==> config.mk <==
export PLATFORM = sky130hd
export DESIGN_NAME = ifetch_queue
export DESIGN_NICKNAME = d
export VERILOG_FILES = /design/src/rtl/ifetch_queue.sv
export SDC_FILE = /design/constraint.sdc
export NUM_CORES = 1
export LEC_CHECK = 0
export ABC_AREA = 1
export CORE_ASPECT_RATIO = 1.4
export CORE_UTILIZATION = 59
export CTS_CLUSTER_DIAMETER = 30
export DETAILED_ROUTE_END_ITERATION = 10
export GPL_ROUTABILITY_DRIVEN = 0
export PLACE_DENSITY = 0.9
export SETUP_SLACK_MARGIN = 0.4
export SLEW_MARGIN = 20
export SYNTH_ARGS = -nofsm -noshare
export SYNTH_HDL_FRONTEND = slang
export SYNTH_SLANG_ARGS = --single-unit
==> constraint.sdc <==
create_clock -name clk -period 7.3 [get_ports clk]
set_input_delay 1.46 -clock clk [delete_from_list [all_inputs] [get_ports clk]]
set_output_delay 1.46 -clock clk [all_outputs]
set_load 0.02 [all_outputs]
==> src/rtl/ifetch_queue.sv <==
// Multi-word instruction fetch into a circular queue feeding decode
// one instruction per cycle, with branch flush of queued/in-flight words.
module ifetch_queue #(
    parameter int              ADDR     = 32,
    parameter int              INST     = 32,
    parameter int              FETCH_W  = 2,
    parameter int              DEPTH    = 8,
    parameter logic [ADDR-1:0] RESET_PC = '0
) (
    input  logic                    clk,
    input  logic                    rst,
    input  logic                    v_i,
    input  logic                    stall_i,
    input  logic                    branch_i,
    input  logic [ADDR-1:0]         baddr_i,
    output logic                    imem_req_o,
    output logic [ADDR-1:0]         imem_addr_o,
    input  logic [FETCH_W*INST-1:0] imem_data_i,
    output logic [INST-1:0]         inst_o,
    output logic [ADDR-1:0]         addr_o,
    output logic                    v_o
);
    localparam int PW = $clog2(DEPTH);
    localparam int CW = $clog2(DEPTH + 1);
    localparam logic [CW:0]     FW_U  = FETCH_W[CW:0];
    localparam logic [CW:0]     DEP_U = DEPTH[CW:0];
    localparam logic [CW-1:0]   FW_C  = FETCH_W[CW-1:0];
    localparam logic [CW-1:0]   ONE_C = 1;
    localparam logic [PW-1:0]   FW_P  = FETCH_W[PW-1:0];
    localparam logic [PW-1:0]   ONE_P = 1;
    localparam logic [ADDR-1:0] FW_A  = FETCH_W[ADDR-1:0];

    logic [INST-1:0] r_inst [DEPTH];
    logic [ADDR-1:0] r_addr [DEPTH];
    logic [PW-1:0]   r_rd;
    logic [PW-1:0]   r_wr;
    logic [CW-1:0]   r_count;
    logic [ADDR-1:0] r_pc;
    logic [ADDR-1:0] r_start;
    logic            r_infl;

    logic [CW:0]     w_used;
    logic            w_issue;
    logic            w_push;
    logic            w_pop;
    logic [CW-1:0]   w_cnt_nx;

    // Free space counts in-flight words but not same-cycle pops.
    always_comb begin
        w_used   = {1'b0, r_count} + (r_infl ? FW_U : '0);
        w_issue  = ~rst & v_i & ~branch_i & ((w_used + FW_U) <= DEP_U);
        w_push   = r_infl & ~branch_i;
        w_pop    = v_o & ~stall_i;
        w_cnt_nx = r_count + (w_push ? FW_C : '0) - (w_pop ? ONE_C : '0);
    end

    assign v_o         = (r_count != '0) & ~branch_i;
    assign inst_o      = r_inst[r_rd];
    assign addr_o      = r_addr[r_rd];
    assign imem_req_o  = w_issue;
    assign imem_addr_o = r_pc;

    always_ff @(posedge clk) begin
        if (rst) begin
            r_pc    <= RESET_PC;
            r_start <= RESET_PC;
            r_infl  <= 1'b0;
            r_rd    <= '0;
            r_wr    <= '0;
            r_count <= '0;
            for (int i = 0; i < DEPTH; i++) begin
                r_inst[i] <= '0;
                r_addr[i] <= '0;
            end
        end else if (branch_i) begin
            r_pc    <= baddr_i;
            r_infl  <= 1'b0;
            r_count <= '0;
            r_rd    <= r_wr;
        end else begin
            r_infl  <= w_issue;
            r_count <= w_cnt_nx;
            if (w_issue) begin
                r_pc    <= r_pc + FW_A;
                r_start <= r_pc;
            end
            if (w_pop) begin
                r_rd <= r_rd + ONE_P;
            end
            if (w_push) begin
                for (int k = 0; k < FETCH_W; k++) begin
                    r_inst[r_wr + PW'(k)] <= imem_data_i[k*INST +: INST];
                    r_addr[r_wr + PW'(k)] <= r_start + ADDR'(k);
                end
                r_wr <= r_wr + FW_P;
            end
        end
    end
endmodule

Word-level counts from Yosys, hierarchy flattened. Memory sizes are Yosys's and may differ from the RTL's. A register that Yosys moved wholly into a read port is not among the register bits. Cells that the tools add are included.

Register bits after elaboration: 75. Memory bits (writable): 512. Input port bits: 101. Output and inout port bits: 98. Word-level logic and storage cells: 66. Memories kept: 2.

Memories: r_addr (words 8, width 32, rd ports 1, clocked after Yosys merged registers in 1, wr ports 8, RTL line 34) `logic [ADDR-1:0] r_addr [DEPTH];`; r_inst (words 8, width 32, rd ports 1, clocked after Yosys merged registers in 1, wr ports 8, RTL line 33) `logic [INST-1:0] r_inst [DEPTH];`.

Add/sub/neg operators: 9. $lt $le $gt $ge: 1. Multiplexer cells: 29. Bitwise operators: 9. Reductions and logical operators: 10.

Operators by type and width (number): $mux W32 (6); $reduce_or A32 Y1 (4); $add A32 B1 Y32 const B (1); $add A32 B2 Y32 const B (1); $mux W3 (10); $mux W1 (11); $add A3 B1 Y3 const B (2); $and A1 B1 Y1 (6); $add A4 B2 Y5 (1); $add A5 B2 Y5 const B (1); $le A5 B4 Y1 const B (1); $add A4 B2 Y4 (1); $mux W2 (2); $reduce_and A2 Y1 (2); $reduce_bool A2 Y1 (2); $reduce_bool A4 Y1 (1); $sub A4 B1 Y4 (1); $add A3 B2 Y3 const B (1); $not A1 Y1 (3); $reduce_or A2 Y1 (1).

Depth between registers and ports, before layout. Gate-level depths: netlist of the first run.

Depth after elaboration: 8. Mapped depth: 18. Mapped depth without buffers: 17.

Worst setup path after synthesis of the first run. OpenSTA, ideal clock, no wires.

Path type: input-to-reg. Start: input port branch_i. End: memory r_addr[0][0], enable pin. Setup time: 0.492 ns. Arrival time: 5.104 ns. Required time: 6.808 ns. Slack: 1.704 ns. Stages on the path: 8. Path buffers: 3. Cell sequence: buf_2 > inv_1 > nand2_2 > nor2_1 > nand2_1 > buf_2 > buf_2 > nand2_1.

RTL lines: from (decl) (RTL line 14) `input logic branch_i,`; to (decl) (RTL line 34).

Worst setup path in the final report of the first run.
Start: input port rst. End: output port imem_req_o.

Cells in the longest elaborated chain, start to end: 4.

RTL lines: from (decl) (RTL line 11) `input logic rst,`; $not A1 Y1 (RTL line 51) `w_issue = ~rst & v_i & ~branch_i & ((w_used + FW_U) <= DEP_U);`; $and A1 B1 Y1 (3 in a row) (RTL line 51); to (decl) (RTL line 16) `output logic imem_req_o,`.

Every way passes these cells.

==> results of run 1 <==
==> final timing paths <==
kind                         to  slack [ns]  cells past startpoint
setup / recovery     imem_req_o        1.88                      8
hold / removal             flop        0.51                      2
setup reg to reg  r_inst[2][24]        4.03                      5
hold reg to reg            flop        0.51                      2
==> tightest hold or removal path: stages (launching register included) <==
cell and delay, ns:
dfxtp_1 0.31, nor2_1 0.09, nor2_1 0.06
==> per-stage QoR <==
stage	cells	cell area [um2]
6_report	3678	32100
3_5_place_dp	3540	29600
4_1_cts	3678	32100
5_1_grt	3678	32100
3_3_place_gp	3540	29600
2_1_floorplan	2879	27400
==> area by class of cell <==
class | count | area, um2
Clock buffer | 86 | 1960
Clock inverter | 52 | 583
Fill cell | 2887 | 13800
Inverter | 189 | 718
Multi-Input combinational cell | 1922 | 8930
Sequential cell | 589 | 16900
Tap cell | 617 | 772
Timing Repair Buffer | 223 | 2230
==> state kept, by name, summed over array words and instances, names as in the netlist, named ones only <==
signal	count
imem_addr_o	32
r_addr	256
r_count	4
r_infl	1
r_inst	256
r_rd	3
r_start	32
r_wr	2
==> kinds of logic after synthesis <==
| logic type | Yosys count | share of synthesized area |
|---|---|---|
| AND/OR/NAND/NOR | 1476 | 0.215 |
| XOR/XNOR | 27 | 0.00891 |
| flip-flops | 589 | 0.617 |
| AO/OA/AOI/OAI | 403 | 0.0924 |
| buffers and inverters | 368 | 0.0589 |
| adder cells (fa/ha/maj) | 16 | 0.00758 |
==> power by group through the flow <==
stage / registers, W / clock network, W / logic [W]
floorplan: 0.00392 / 0 / 0.000462
global placement: 0.00391 / 0 / 0.000751
detailed placement: 0.00392 / 0 / 0.000783
CTS: 0.00385 / 0.00374 / 0.000798
global route: 0.00386 / 0.00388 / 0.000865
finish: 0.00386 / 0.00375 / 0.000809
==> per-layer routing <==
metal  up-vias  global-route usage  share of wire
li1       9942                   -              -
met4         0               0.191          0.061
met2      1968               0.534           0.49
met3       380              0.0637           0.12
met1     10586               0.391           0.33
met5         -                   0              0
==> layout by cell type, fill, tap and decap left out, types with 2 or more instances in the layout <==
master / synthesis / final
nor3_1: 11 / 11
o32ai_1: 128 / 128
clkbuf_1: 59 / 8
dfxtp_1: 77 / 74
clkinv_8: 0 / 4
and2_1: 10 / 10
dfxtp_4: 0 / 2
nor2_2: 8 / 8
o21ai_0: 172 / 172
inv_1: 179 / 178
clkbuf_16: 0 / 77
inv_2: 10 / 9
nand2_4: 1 / 9
bufinv_16: 0 / 7
a31oi_1: 4 / 4
nor2_1: 928 / 928
buf_4: 11 / 20
nor3_2: 5 / 5
nand3_4: 2 / 2
clkinv_4: 0 / 2
a22oi_1: 3 / 3
a21oi_1: 86 / 86
clkinvlp_4: 0 / 6
inv_6: 0 / 16
nor2_4: 4 / 4
nand3_1: 93 / 93
nand2_1: 398 / 389
clkdlybuf4s50_1: 0 / 198
o21ai_1: 4 / 4
nand3_2: 2 / 2
edfxtp_1: 512 / 512
nand2_2: 4 / 5
nand4_1: 5 / 5
xor2_1: 25 / 25
clkinv_2: 0 / 8
inv_8: 0 / 5
clkinv_1: 0 / 5
ha_1: 15 / 15
buf_12: 0 / 5
==> flow_summary.json, run 1 <==
{
  "synthCells": 2879,
  "clock-sinks": 589,
  "die_area_mm2": 0.0473,
  "p_int_w": 0.00630,
  "gr-usage-all-layers": 0.323,
  "hold_path_class": "flop to flop",
  "postRouteWirelength_um": 75900,
  "die_h_um": 257,
  "status": "complete, no violations",
  "pwr-share-clk": 0.446,
  "path_delay_family": "buffers and inverters",
  "numPortBuffers": 198,
  "min_from": "r_rd[1]",
  "tritoncts": "yes",
  "drv_slew": 0,
  "clk_path_buf_depth": 3,
  "yosysWarningCount": 0,
  "die_w_um": 184,
  "synth_seq_area_share": 0.617,
  "hold_viol": 0,
  "slowest_delay_ns": 0.67,
  "setup_viol": 0,
  "fin_skew_ns": 0.0187,
  "comb_power_share": 0.096,
  "cts_root_buf": "clkbuf_16",
  "synth_top_cell_by_area": "edfxtp_1",
  "setup_tns_ns": 0,
  "grt_pass1_vias": 22789,
  "design_power_total_w": 0.00841,
  "dp_hpwl_um": 42500,
  "slowest_stage": "clkdlybuf4s50_1",
  "synth_area_per_cell_um2": 9.52,
  "place_ws_ns": 1.50,
  "grt-ovfl-total": 0,
  "insertedDiodeCount": 0,
  "cellPowerDensity_mw_per_mm2": 262,
  "fin_crit_sh": 0.742,
  "cts_resized": 0,
  "worst-path-max-fanout": 28,
  "wl_per_cell_um": 20.6,
  "ys_top_cells_by_area": "edfxtp_1, nor2_1, dfxtp_1",
  "synth_ff_type": "edfxtp_1",
  "ioPinCount": 199,
  "yosys_register_bits": 589,
  "path_cells": "clkdlybuf4s50_1, buf_4, inv_2, nand2_1, nor2_4, a21boi_2, buf_4, clkdlybuf4s50_1",
  "period_needed_ns": 5.42,
  "hold_ws_ns": 0.514,
  "async_flop_share": 0,
  "synth.top_cell.area_share": 0.561,
  "drc_errors": 0,
  "initial_core_util": 0.596,
  "yosys-top-cells-count": "nor2_1, edfxtp_1, nand2_1",
  "crit_type": "input pin to output pin",
  "nNetsFinal": 3117,
  "cp.required_ns": 5.84,
  "drtAntennaViolNets": 0,
  "numCtsBuffers": 75,
  "antenna_found_initial": 0,
  "via_per_inst": 6.22,
  "grt_setup_unrepaired": "no",
  "timing.slew.headroom": 0.170,
  "clk_latency_ns": 0.61,
  "p_leak_nw": 12.2,
  "core.rowCount": 93,
  "synth_edf_count": 512,
  "cts.clk_slew.worst_paths_ns": 0.06,
  "worst_pin_slew_ns": 1.25,
  "critPathLaunchType": "input pin",
  "htreeDepth": 3,
  "sw_frac_of_total": 0.251,
  "cap_viol_max_count": 0,
  "hold_buffers": 0,
  "worstSetupEndpointType": "output pin",
  "cp.arrival_ns": 3.96,
  "peakVddDrop_v": 0.000177,
  "fin_ws_ns": 1.88,
  "max_freq_mhz": 185,
  "num_vias": 22876,
  "syn_area_mm2": 0.0274,
  "drive_gt1_frac": 0.0670,
  "grt_max_degree": 257,
  "critPathLaunch": "rst",
  "area_growth_pct": 17.2,
  "critPathBufInv": 5,
  "syn_nets": 2996,
  "r2r_start": "r_infl",
  "p_switching_w": 0.00211,
  "drtIter0Drc": 3793,
  "postCtsSetupRepairBufs": 0,
  "utilization": 0.699,
  "p_seq_frac": 0.458,
  "dr.pass1.iters": 6,
  "synth.distinct_cells": 44,
  "yosysMostFrequentCell": "nor2_1",
  "core_area_mm2": 0.0460,
  "grt_pass1_wl_um": 119000
}
No activity file was read; power rests on OpenSTA's default activity.
==> inputs of run 2 (changes only) <==
==> constraint.sdc (replaced) <==
create_clock -name clk -period 5.5 [get_ports clk]
set_input_delay 1.1 -clock clk [delete_from_list [all_inputs] [get_ports clk]]
set_output_delay 1.1 -clock clk [all_outputs]
set_load 0.02 [all_outputs]
==> flow_summary.json, run 2 (same netlist as run 1, synthesis figures left out) <==
{
  "setup_tns_ns": 0,
  "timing.slew.headroom": 0.187,
  "initial_core_util": 0.596,
  "cp.required_ns": 4.40,
  "comb_power_share": 0.093,
  "path_cells": "buf_12, nor2_1, o32ai_1, nand2_1, nand2_1, clkdlybuf4s50_1",
  "ioPinCount": 199,
  "grt_max_degree": 185,
  "die_w_um": 184,
  "wl_per_cell_um": 20.6,
  "num_vias": 22842,
  "area_growth_pct": 18.5,
  "cpMostUsedCell": "nand2_1",
  "design_power_total_w": 0.0115,
  "clk_latency_ns": 0.61,
  "insertedDiodeCount": 0,
  "worst_pin_slew_ns": 1.22,
  "cp.arrival_ns": 3.94,
  "numCtsBuffers": 79,
  "core_area_mm2": 0.0460,
  "sw_frac_of_total": 0.247,
  "period_needed_ns": 5.04,
  "max_freq_mhz": 198,
  "crit_type": "flop to output pin",
  "status": "complete, no violations",
  "cap_viol_max_count": 0,
  "cts_resized": 0,
  "layoutNonFillerInstCount": 3694,
  "most-common-layout-cells": "nor2_1, edfxtp_1, nand2_1, clkdlybuf4s50_1, inv_1",
  "tritoncts": "yes",
  "hold_ws_ns": 0.513,
  "core.rowCount": 93,
  "p_int_w": 0.00865,
  "numPortBuffers": 198,
  "grt-ovfl-total": 0,
  "hold_path_class": "flop to flop",
  "die_area_mm2": 0.0473,
  "worstSetupEndpointType": "output pin",
  "postRouteWirelength_um": 76100,
  "p_seq_frac": 0.446,
  "slowest_delay_ns": 0.88,
  "clock-sinks": 589,
  "pwr-share-clk": 0.460,
  "fillers": 2830,
  "clk_path_buf_depth": 3,
  "cts.clk_slew.worst_paths_ns": 0.06,
  "slowest_stage": "dfxtp_4",
  "hold_viol": 0,
  "final_area_mm2": 0.0325,
  "gr-usage-all-layers": 0.320,
  "critPathLaunchType": "flop",
  "setup_viol": 0,
  "drc_errors": 0,
  "drtIter0Drc": 2847,
  "worst-path-max-fanout": 184,
  "cts_root_buf": "clkbuf_16",
  "reg_top3": "r_addr x256, r_inst x256",
  "via_per_inst": 6.18,
  "grt_setup_unrepaired": "no",
  "fin_skew_ns": 0.0317,
  "nNetsFinal": 3130,
  "dr.pass1.iters": 9,
  "hold_buffers": 0,
  "die_h_um": 257,
  "drtAntennaViolNets": 0,
  "fin_crit_sh": 0.916,
  "p_switching_w": 0.00283,
  "final_common_cell": "nor2_1",
  "grt_pass1_vias": 23215,
  "p_leak_nw": 12.3,
  "postCtsSetupRepairBufs": 0,
  "cellPowerDensity_mw_per_mm2": 354,
  "antenna_found_initial": 0,
  "placed_area_mm2": 0.0297,
  "drv_slew": 0,
  "peakVddDrop_v": 0.000232,
  "dp_hpwl_um": 42600,
  "placedCellCount": 3549,
  "htreeDepth": 3,
  "grt_pass1_wl_um": 117000,
  "drive_gt1_frac": 0.0721
}
-- run 2: changes by cell type in the layout (fill, tap and decap cells not counted) --
| cell | change |
|---|---|
| clkbuf_2 | -1 |
| clkinvlp_4 | -1 |
| buf_4 | +4 |
| clkinv_1 | +4 |
| inv_8 | -1 |
| clkinv_4 | +7 |
| clkbuf_1 | -5 |
| clkbuf_8 | +1 |
| inv_4 | -1 |
| clkbuf_16 | +6 |
| bufinv_16 | +2 |
| buf_12 | +5 |
| inv_6 | -4 |
-- run 2: power groups by stage --
stage / Clock, W / Combinational [W] / Sequential (W)
2_1_floorplan: 0 / 0.000613 / 0.00519
3_3_place_gp: 0 / 0.00100 / 0.00519
3_5_place_dp: 0 / 0.00104 / 0.00521
4_1_cts: 0.00530 / 0.00106 / 0.00512
5_1_grt: 0.00547 / 0.00114 / 0.00513
6_report: 0.00529 / 0.00107 / 0.00513
-- run 2: worst paths after layout --
kind         startpoint              end  slack, ns  depth (start not counted)
min             r_rd[0]             flop       0.51                          1
max                flop        addr_o[5]       0.46                          6
min reg2reg     r_rd[0]             flop       0.51                          1
max reg2reg  r_count[1]  imem_addr_o[14]       2.24                         17
-- run 2: critical path: cells and delay by family (launching register included) --
kind | cells | cell delay [ns]
buffers and inverters | 2 | 1.16
DFF | 1 | 0.88
AOI/OAI and AO/OA | 1 | 0.41
and+or+nand+nor | 3 | 0.46
-- run 2: layout make-up --
class | instances | area [um2] | share of cell area
tap | 617 | 772 | 0.0238
clock buffer | 87 | 2100 | 0.0647
timing repair buffer | 232 | 2360 | 0.0728
clock inverter | 58 | 662 | 0.0204
sequential | 589 | 16900 | 0.521
inverter | 189 | 716 | 0.0220
multi-input combinational | 1922 | 8930 | 0.275
-- run 2: through the flow --
| step | worst slack (ns) | utilization |
|---|---|---|
| floorplan | 1.53 | - |
| global placement | 1.16 | 0.646 |
| detailed placement | 1.08 | 0.646 |
| CTS | 0.645 | 0.706 |
| global route | 0.438 | 0.706 |
| finish | 0.461 | 0.706 |
-- run 2: routing by layer --
layer  vias to the layer above  global-route usage  share of wire
li1                       9984                   -              -
met3                       386              0.0549           0.11
met2                      1708               0.541           0.50
met1                     10764               0.363           0.33
met4                         0               0.234          0.068
met5                         -                   0              0
